File: config.mk
export PLATFORM = sky130hd
export DESIGN_NAME = slc3_button_conditioner_flat
export DESIGN_NICKNAME = d
export VERILOG_FILES = /design/src/rtl/slc3_btn_pkg.sv /design/src/rtl/slc3_button_conditioner_if.sv /design/src/rtl/btn_debounce_chan.sv /design/src/rtl/slc3_button_conditioner.sv /design/src/flat_wrapper.sv
export SDC_FILE = /design/constraint.sdc
export NUM_CORES = 1
export LEC_CHECK = 0
export CAP_MARGIN = 0
export CORE_MARGIN = 2
export CORE_UTILIZATION = 30
export CTS_CLUSTER_DIAMETER = 150
export DETAILED_ROUTE_END_ITERATION = 10
export SETUP_SLACK_MARGIN = 0.5
export SLEW_MARGIN = 20
export SYNTH_ARGS = -nofsm -noshare
export SYNTH_HDL_FRONTEND = slang
export SYNTH_SLANG_ARGS = --single-unit
File: constraint.sdc
create_clock -name Clk -period 2.3 [get_ports Clk]
set_input_delay 0.23 -clock Clk [delete_from_list [all_inputs] [get_ports Clk]]
set_output_delay 0.23 -clock Clk [all_outputs]
set_load 0.01 [all_outputs]
File: src/rtl/slc3_btn_pkg.sv
// Shared constants, channel indices and event types for the SLC-3 pushbutton conditioner.
package slc3_btn_pkg;

  localparam int unsigned DEBOUNCE_CYCLES_DEF = 500000;   // 10 ms at 50 MHz
  localparam int unsigned REPEAT_CYCLES_DEF   = 12500000; // 250 ms at 50 MHz

  localparam int unsigned BTN_RUN      = 0;
  localparam int unsigned BTN_CONTINUE = 1;

  typedef enum logic {
    BTN_RELEASED = 1'b0,
    BTN_PRESSED  = 1'b1
  } btn_state_t;

  // "release" is a reserved word, hence the suffixed field name.
  typedef struct packed {
    logic level;
    logic press;
    logic release_pulse;
  } btn_evt_t;

endpackage

File: src/rtl/slc3_button_conditioner_if.sv
// Board-side pushbutton bundle: raw active-low buttons in, conditioned level/pulses out.
interface slc3_button_conditioner_if #(
  parameter int unsigned N_BTN = 2
);

  logic [N_BTN-1:0] btn_n_i;
  logic [N_BTN-1:0] btn_level_o;
  logic [N_BTN-1:0] btn_press_o;
  logic [N_BTN-1:0] btn_release_o;

  modport master (
    output btn_n_i,
    input  btn_level_o,
    input  btn_press_o,
    input  btn_release_o
  );

  modport slave (
    input  btn_n_i,
    output btn_level_o,
    output btn_press_o,
    output btn_release_o
  );

endinterface

File: src/rtl/btn_debounce_chan.sv
// One button channel: 2-flop synchronizer, stability counter, registered press/release pulses.
// Auto-repeat is compiled in only when BTNCOND_AUTOREPEAT_EN is defined.
module btn_debounce_chan
  import slc3_btn_pkg::*;
#(
  parameter int unsigned DEBOUNCE_CYCLES = DEBOUNCE_CYCLES_DEF,
  parameter int unsigned REPEAT_CYCLES   = REPEAT_CYCLES_DEF
) (
  input  logic     clk,
  input  logic     rst_n,
  input  logic     btn_n,
  output btn_evt_t evt
);

  localparam int unsigned     CW       = $clog2(DEBOUNCE_CYCLES + 1);
  localparam logic [CW-1:0]   CNT_LAST = CW'(DEBOUNCE_CYCLES - 1);

  if (DEBOUNCE_CYCLES < 1 || REPEAT_CYCLES < 1) begin : g_param_check
    $error("btn_debounce_chan: DEBOUNCE_CYCLES and REPEAT_CYCLES must be >= 1");
  end

  logic          sync1, sync2;
  btn_state_t    state, state_nxt;
  logic [CW-1:0] cnt, cnt_nxt;
  logic          press_nxt, release_nxt, press_d;
  logic          press_q, release_q;
  logic          sync_pressed;

  assign sync_pressed = ~sync2;

  always_ff @(posedge clk or negedge rst_n) begin
    if (!rst_n) begin
      sync1     <= 1'b1;
      sync2     <= 1'b1;
      state     <= BTN_RELEASED;
      cnt       <= '0;
      press_q   <= 1'b0;
      release_q <= 1'b0;
    end else begin
      sync1     <= btn_n;
      sync2     <= sync1;
      state     <= state_nxt;
      cnt       <= cnt_nxt;
      press_q   <= press_d;
      release_q <= release_nxt;
    end
  end

  always_comb begin
    state_nxt   = state;
    cnt_nxt     = cnt;
    press_nxt   = 1'b0;
    release_nxt = 1'b0;
    if (sync_pressed == (state == BTN_PRESSED)) begin
      cnt_nxt = '0;
    end else if (cnt == CNT_LAST) begin
      cnt_nxt = '0;
      if (state == BTN_PRESSED) begin
        state_nxt   = BTN_RELEASED;
        release_nxt = 1'b1;
      end else begin
        state_nxt = BTN_PRESSED;
        press_nxt = 1'b1;
      end
    end else begin
      cnt_nxt = cnt + CW'(1);
    end
  end

`ifdef BTNCOND_AUTOREPEAT_EN
  localparam int unsigned   RW       = $clog2(REPEAT_CYCLES + 1);
  localparam logic [RW-1:0] RPT_LAST = RW'(REPEAT_CYCLES - 1);

  logic [RW-1:0] rpt, rpt_nxt;
  logic          rpt_fire;

  always_ff @(posedge clk or negedge rst_n) begin
    if (!rst_n) rpt <= '0;
    else        rpt <= rpt_nxt;
  end

  // Counter only runs across edges where the button was already held and stays held,
  // so the accepted press itself restarts it and a release clears it.
  always_comb begin
    rpt_nxt  = '0;
    rpt_fire = 1'b0;
    if (state == BTN_PRESSED && state_nxt == BTN_PRESSED) begin
      if (rpt == RPT_LAST) begin
        rpt_fire = 1'b1;
      end else begin
        rpt_nxt = rpt + RW'(1);
      end
    end
  end

  assign press_d = press_nxt | rpt_fire;
`else
  assign press_d = press_nxt;
`endif

  assign evt.level         = (state == BTN_PRESSED);
  assign evt.press         = press_q;
  assign evt.release_pulse = release_q;

endmodule

File: src/rtl/slc3_button_conditioner.sv
// Conditions the raw DE10-Lite Run/Continue pushbuttons for the SLC-3 top level.
// Optional auto-repeat via BTNCOND_AUTOREPEAT_EN (see btn_debounce_chan).
module slc3_button_conditioner
  import slc3_btn_pkg::*;
#(
  parameter int unsigned N_BTN           = 2,
  parameter int unsigned DEBOUNCE_CYCLES = DEBOUNCE_CYCLES_DEF,
  parameter int unsigned REPEAT_CYCLES   = REPEAT_CYCLES_DEF
) (
  input  logic                       Clk,
  input  logic                       Reset_n,
  slc3_button_conditioner_if.slave   btn
);

  btn_evt_t evt [N_BTN];

  for (genvar i = 0; i < N_BTN; i++) begin : g_chan
    btn_debounce_chan #(
      .DEBOUNCE_CYCLES (DEBOUNCE_CYCLES),
      .REPEAT_CYCLES   (REPEAT_CYCLES)
    ) u_chan (
      .clk   (Clk),
      .rst_n (Reset_n),
      .btn_n (btn.btn_n_i[i]),
      .evt   (evt[i])
    );

    assign btn.btn_level_o[i]   = evt[i].level;
    assign btn.btn_press_o[i]   = evt[i].press;
    assign btn.btn_release_o[i] = evt[i].release_pulse;
  end

endmodule

File: src/flat_wrapper.sv
// flat-port wrapper written by rule: the top's interface ports become plain ports
module slc3_button_conditioner_flat import slc3_btn_pkg::*;
#(
  parameter int unsigned N_BTN           = 2,
  parameter int unsigned DEBOUNCE_CYCLES = DEBOUNCE_CYCLES_DEF,
  parameter int unsigned REPEAT_CYCLES   = REPEAT_CYCLES_DEF
)
  (Clk, Reset_n, btn_btn_n_i, btn_btn_level_o, btn_btn_press_o, btn_btn_release_o);
  slc3_button_conditioner_if #(.N_BTN(N_BTN)) btn_i ();
  input  logic Clk;
  input  logic Reset_n;
  input wire logic [$bits(btn_i.btn_n_i)-1:0] btn_btn_n_i;
  output wire logic [$bits(btn_i.btn_level_o)-1:0] btn_btn_level_o;
  output wire logic [$bits(btn_i.btn_press_o)-1:0] btn_btn_press_o;
  output wire logic [$bits(btn_i.btn_release_o)-1:0] btn_btn_release_o;
  assign btn_i.btn_n_i = btn_btn_n_i;
  assign btn_btn_level_o = btn_i.btn_level_o;
  assign btn_btn_press_o = btn_i.btn_press_o;
  assign btn_btn_release_o = btn_i.btn_release_o;
  slc3_button_conditioner #(.N_BTN(N_BTN), .DEBOUNCE_CYCLES(DEBOUNCE_CYCLES), .REPEAT_CYCLES(REPEAT_CYCLES)) u_core (.Clk(Clk), .Reset_n(Reset_n), .btn(btn_i));
endmodule
==> impl_metrics.env <==
export IMPL_critPathKind="reg -> reg"
export IMPL_drive_gt1_share_pct=23.8
export IMPL_die_y_um=92.8
export IMPL_final_cell_mix="nor2_1 (38), dfrtp_1 (36), xnor2_1 (28)"
export IMPL_yosys_warnings=0
export IMPL_leakage_nw=1.05
export IMPL_ff_latch_area_mm2=0.00122
export IMPL_drv_cap=0
export IMPL_clkPwrFrac_pct=39.8
export IMPL_hpwl_mm=3.04
export IMPL_die_x_um=92.8
export IMPL_async_flop_share_pct=100
export IMPL_insertedDiodeCount=0
export IMPL_clock_path_buffers=2
export IMPL_coreArea_mm2=0.00769
export IMPL_cp_max_fo=9
export IMPL_reg2reg_depth=4
export IMPL_rrSetupSlack_ps=550
export IMPL_pin_count=10
export IMPL_root_buffer="clkbuf_8"
export IMPL_ir_drop_uv=319
export IMPL_avgSynthCellArea_um2=10.7
export IMPL_cp_end_kind="flop"
export IMPL_start_kind="flop"
export IMPL_max_freq_mhz=573
export IMPL_first_pass_iters=4
export IMPL_drv_slew=0
export IMPL_rsz0062_at_grt="yes"
export IMPL_synth_cell_types=39
export IMPL_place_congestion=0.829
export IMPL_synth_simple_area_share_pct=26.0
export IMPL_post_place_cells=332
export IMPL_cts_buffers=5
export IMPL_drt_first_iter_violations=55
export IMPL_cts_max_level=2
export IMPL_cts_sinks=48
export IMPL_hold_class="in -> reg"
export IMPL_first_global_vias=1603
export IMPL_reg2reg_from="u_core.g_chan[1].u_chan.cnt[0]"
export IMPL_synth_adder_area_share_pct=1.06
export IMPL_cpPeakStageDelay_ps=590
export IMPL_clock_latency_ps=300
export IMPL_antenna_found_initial=0
export IMPL_cp_startpoint="u_core.g_chan[1].u_chan.cnt[0]"
export IMPL_synthMuxAreaShare_pct=0.846
export IMPL_ant_nets=0
export IMPL_finClkSkew_ps=10.8
export IMPL_synth_seq_area_share_pct=51.0
export IMPL_synth_area_mm2=0.00237
export IMPL_synth_edff_count=0
export IMPL_p_per_area_mw_per_mm2=561
export IMPL_finalNonFillerCells=346
export IMPL_initial_utilization_pct=30.8
export IMPL_post_place_ws_ps=430
export IMPL_crit_path_end="u_core.g_chan[1].u_chan.cnt[1]"
export IMPL_final_common_cell="nor2_1"
export IMPL_switching_power_uw=344
export IMPL_vias_per_cell=4.67
export IMPL_gr_total_overflow=0
export IMPL_grt_first_pass_wirelength_mm=7.52
export IMPL_fillers=783
export IMPL_hold_violations=0
export IMPL_finalCritPeriodShare_pct=75.9
export IMPL_vias=1617
export IMPL_synth_top_family_by_area="simple AND/OR/NAND/NOR gates"
export IMPL_synth_flop_cell="dfrtp_1"
export IMPL_grt_max_degree=27
export IMPL_tns_ps=0
export IMPL_pwr_share_comb_pct=4.4
export IMPL_status="finished clean"
export IMPL_routed_wl_mm=4.28
export IMPL_multi_input_area_mm2=0.00109
export IMPL_die_area_mm2=0.00861
export IMPL_ys_ff_latch=48
export IMPL_p_sw_share_pct=22.1
export IMPL_synth_xor_area_share_pct=11.1
export IMPL_cp_slowest_cell="or4_4"
export IMPL_power_frac_seq_pct=55.8
export IMPL_max_slew_margin_pct=72.5
export IMPL_finalNetCount=249
export IMPL_post_route_util_pct=36.2
export IMPL_internal_power_mw=1.22
export IMPL_finalSetupViolCount=0
export IMPL_syn_inst=222
export IMPL_finalWorstSetupSlack_ps=554
export IMPL_crit_chain="ha_2 -> nand4_4 -> or4_4 -> and3_1"
export IMPL_wire_per_inst_um=12.4
export IMPL_area_growth_pct=17.6
export IMPL_cp_required_ps=2500
export IMPL_post_route_min_period_ps=1750
export IMPL_num_rows=32
export IMPL_syn_num_nets=228
export IMPL_track_usage_pct=10.9
export IMPL_clk_pin_slew_ps=90
export IMPL_drc=0
export IMPL_max_slew_worst_pin_slew_ps=410
export IMPL_arrival_ps=1950
export IMPL_cts_tree="done"
export IMPL_timing_rr_end="u_core.g_chan[1].u_chan.cnt[1]"
export IMPL_synth_compound_area_share_pct=5.55
export IMPL_io_buffers=9
==> registers in the layout, indices dropped and copies added, names as in the netlist <==
name                            count
u_core.g_chan.u_chan.cnt           38
u_core.g_chan.u_chan.sync1          2
u_core.g_chan.u_chan.release_q      2
u_core.g_chan.u_chan.state          2
u_core.g_chan.u_chan.sync2          2
u_core.g_chan.u_chan.press_q        2
==> worst min path at each step <==
stage	slack [ps]	startpoint	cells past startpoint	to
after global routing	320	btn_btn_n_i[1]	1	u_core.g_chan[1].u_chan.sync1
after detailed placement	250	Reset_n	2	u_core.g_chan[0].u_chan.cnt[16]
after floorplan	-70	Reset_n	0	u_core.g_chan[0].u_chan.cnt[0]
final	330	btn_btn_n_i[1]	1	u_core.g_chan[1].u_chan.sync1
after global placement	250	Reset_n	2	u_core.g_chan[0].u_chan.cnt[16]
after CTS	320	btn_btn_n_i[1]	1	u_core.g_chan[1].u_chan.sync1
==> cells by family after synthesis <==
| group | count (synthesis) |
|---|---|
| AOI/OAI and AO/OA | 14 |
| xor gates and xnor gates | 30 |
| adders and majority gates | 2 |
| buffers and inverters | 18 |
| DFF | 48 |
| muxes | 2 |
| and+or+nand+nor | 108 |
==> Yosys cell counts, types with 2 or more instances <==
cell type | count | area [µm²]
xnor2_1 | 28 | 245
dfstp_2 | 4 | 105
or2_2 | 2 | 12.5
and3_1 | 2 | 12.5
o21ai_0 | 2 | 10.0
inv_1 | 9 | 33.8
and2_1 | 2 | 12.5
nand3_1 | 11 | 55.1
or4_4 | 3 | 33.8
nor2_1 | 39 | 146
o31ai_1 | 2 | 15.0
nor3_1 | 8 | 40.0
nand3_2 | 2 | 20.0
xor2_1 | 2 | 17.5
buf_6 | 2 | 22.5
ha_1 | 2 | 25.0
nand2_1 | 9 | 33.8
dfrtp_1 | 44 | 1100
a21oi_1 | 5 | 25.0
mux2i_1 | 2 | 20.0
buf_4 | 6 | 45.0
o41ai_4 | 2 | 55.1
nor4_1 | 10 | 62.6
or3_2 | 2 | 15.0
nand4_1 | 8 | 50.1
==> critical path: cells and delay by family, from the launching register on <==
family | cells | cell delay (ps)
adder cells (fa/ha/maj) | 1 | 250
flip-flops | 1 | 420
AND/OR/NAND/NOR | 3 | 980
==> metrics by stage <==
step | power, mW | area, µm² | hold slack (ps)
2_1_floorplan | 0.913 | 2370 | -65.6
3_3_place_gp | 0.947 | 2570 | 246
3_5_place_dp | 0.949 | 2570 | 248
4_1_cts | 1.58 | 2730 | 317
5_1_grt | 1.63 | 2780 | 321
6_report | 1.56 | 2780 | 325
==> area by class of cell <==
cell class	instances	area share [%]
Sequential cell	48	43.7
Multi-Input combinational cell	156	39.2
Timing Repair Buffer	23	7.19
Tap cell	102	4.59
Clock buffer	5	2.47
Clock inverter	3	1.66
Inverter	9	1.21
==> per-layer routing <==
layer / GRT usage, % / vias up / share of wire, %
li1: - / 809 / -
met1: 14.2 / 790 / 48
met2: 17.3 / 13 / 48
met3: 2.69 / 5 / 2.3
met4: 4.53 / 0 / 1.4
met5: 0 / - / 0
==> power groups by stage <==
stage          sequential, mW  clock, mW  combinational [mW]
4_1_cts                 0.870      0.643              0.0664
2_1_floorplan           0.884          0              0.0291
3_5_place_dp            0.886          0              0.0624
5_1_grt                 0.872      0.679              0.0795
3_3_place_gp            0.886          0              0.0615
6_report                0.871      0.620              0.0690
==> repair_timing <==
action,in CTS,in global routing
gates resized for setup,2,16
hold buffers,1,0
pin swaps,4,5
setup endpoints to repair,4,37
endpoints found under the hold margin,44,0
setup buffers,4,1
gates cloned,0,0
No activity file was read; power rests on OpenSTA's default activity.
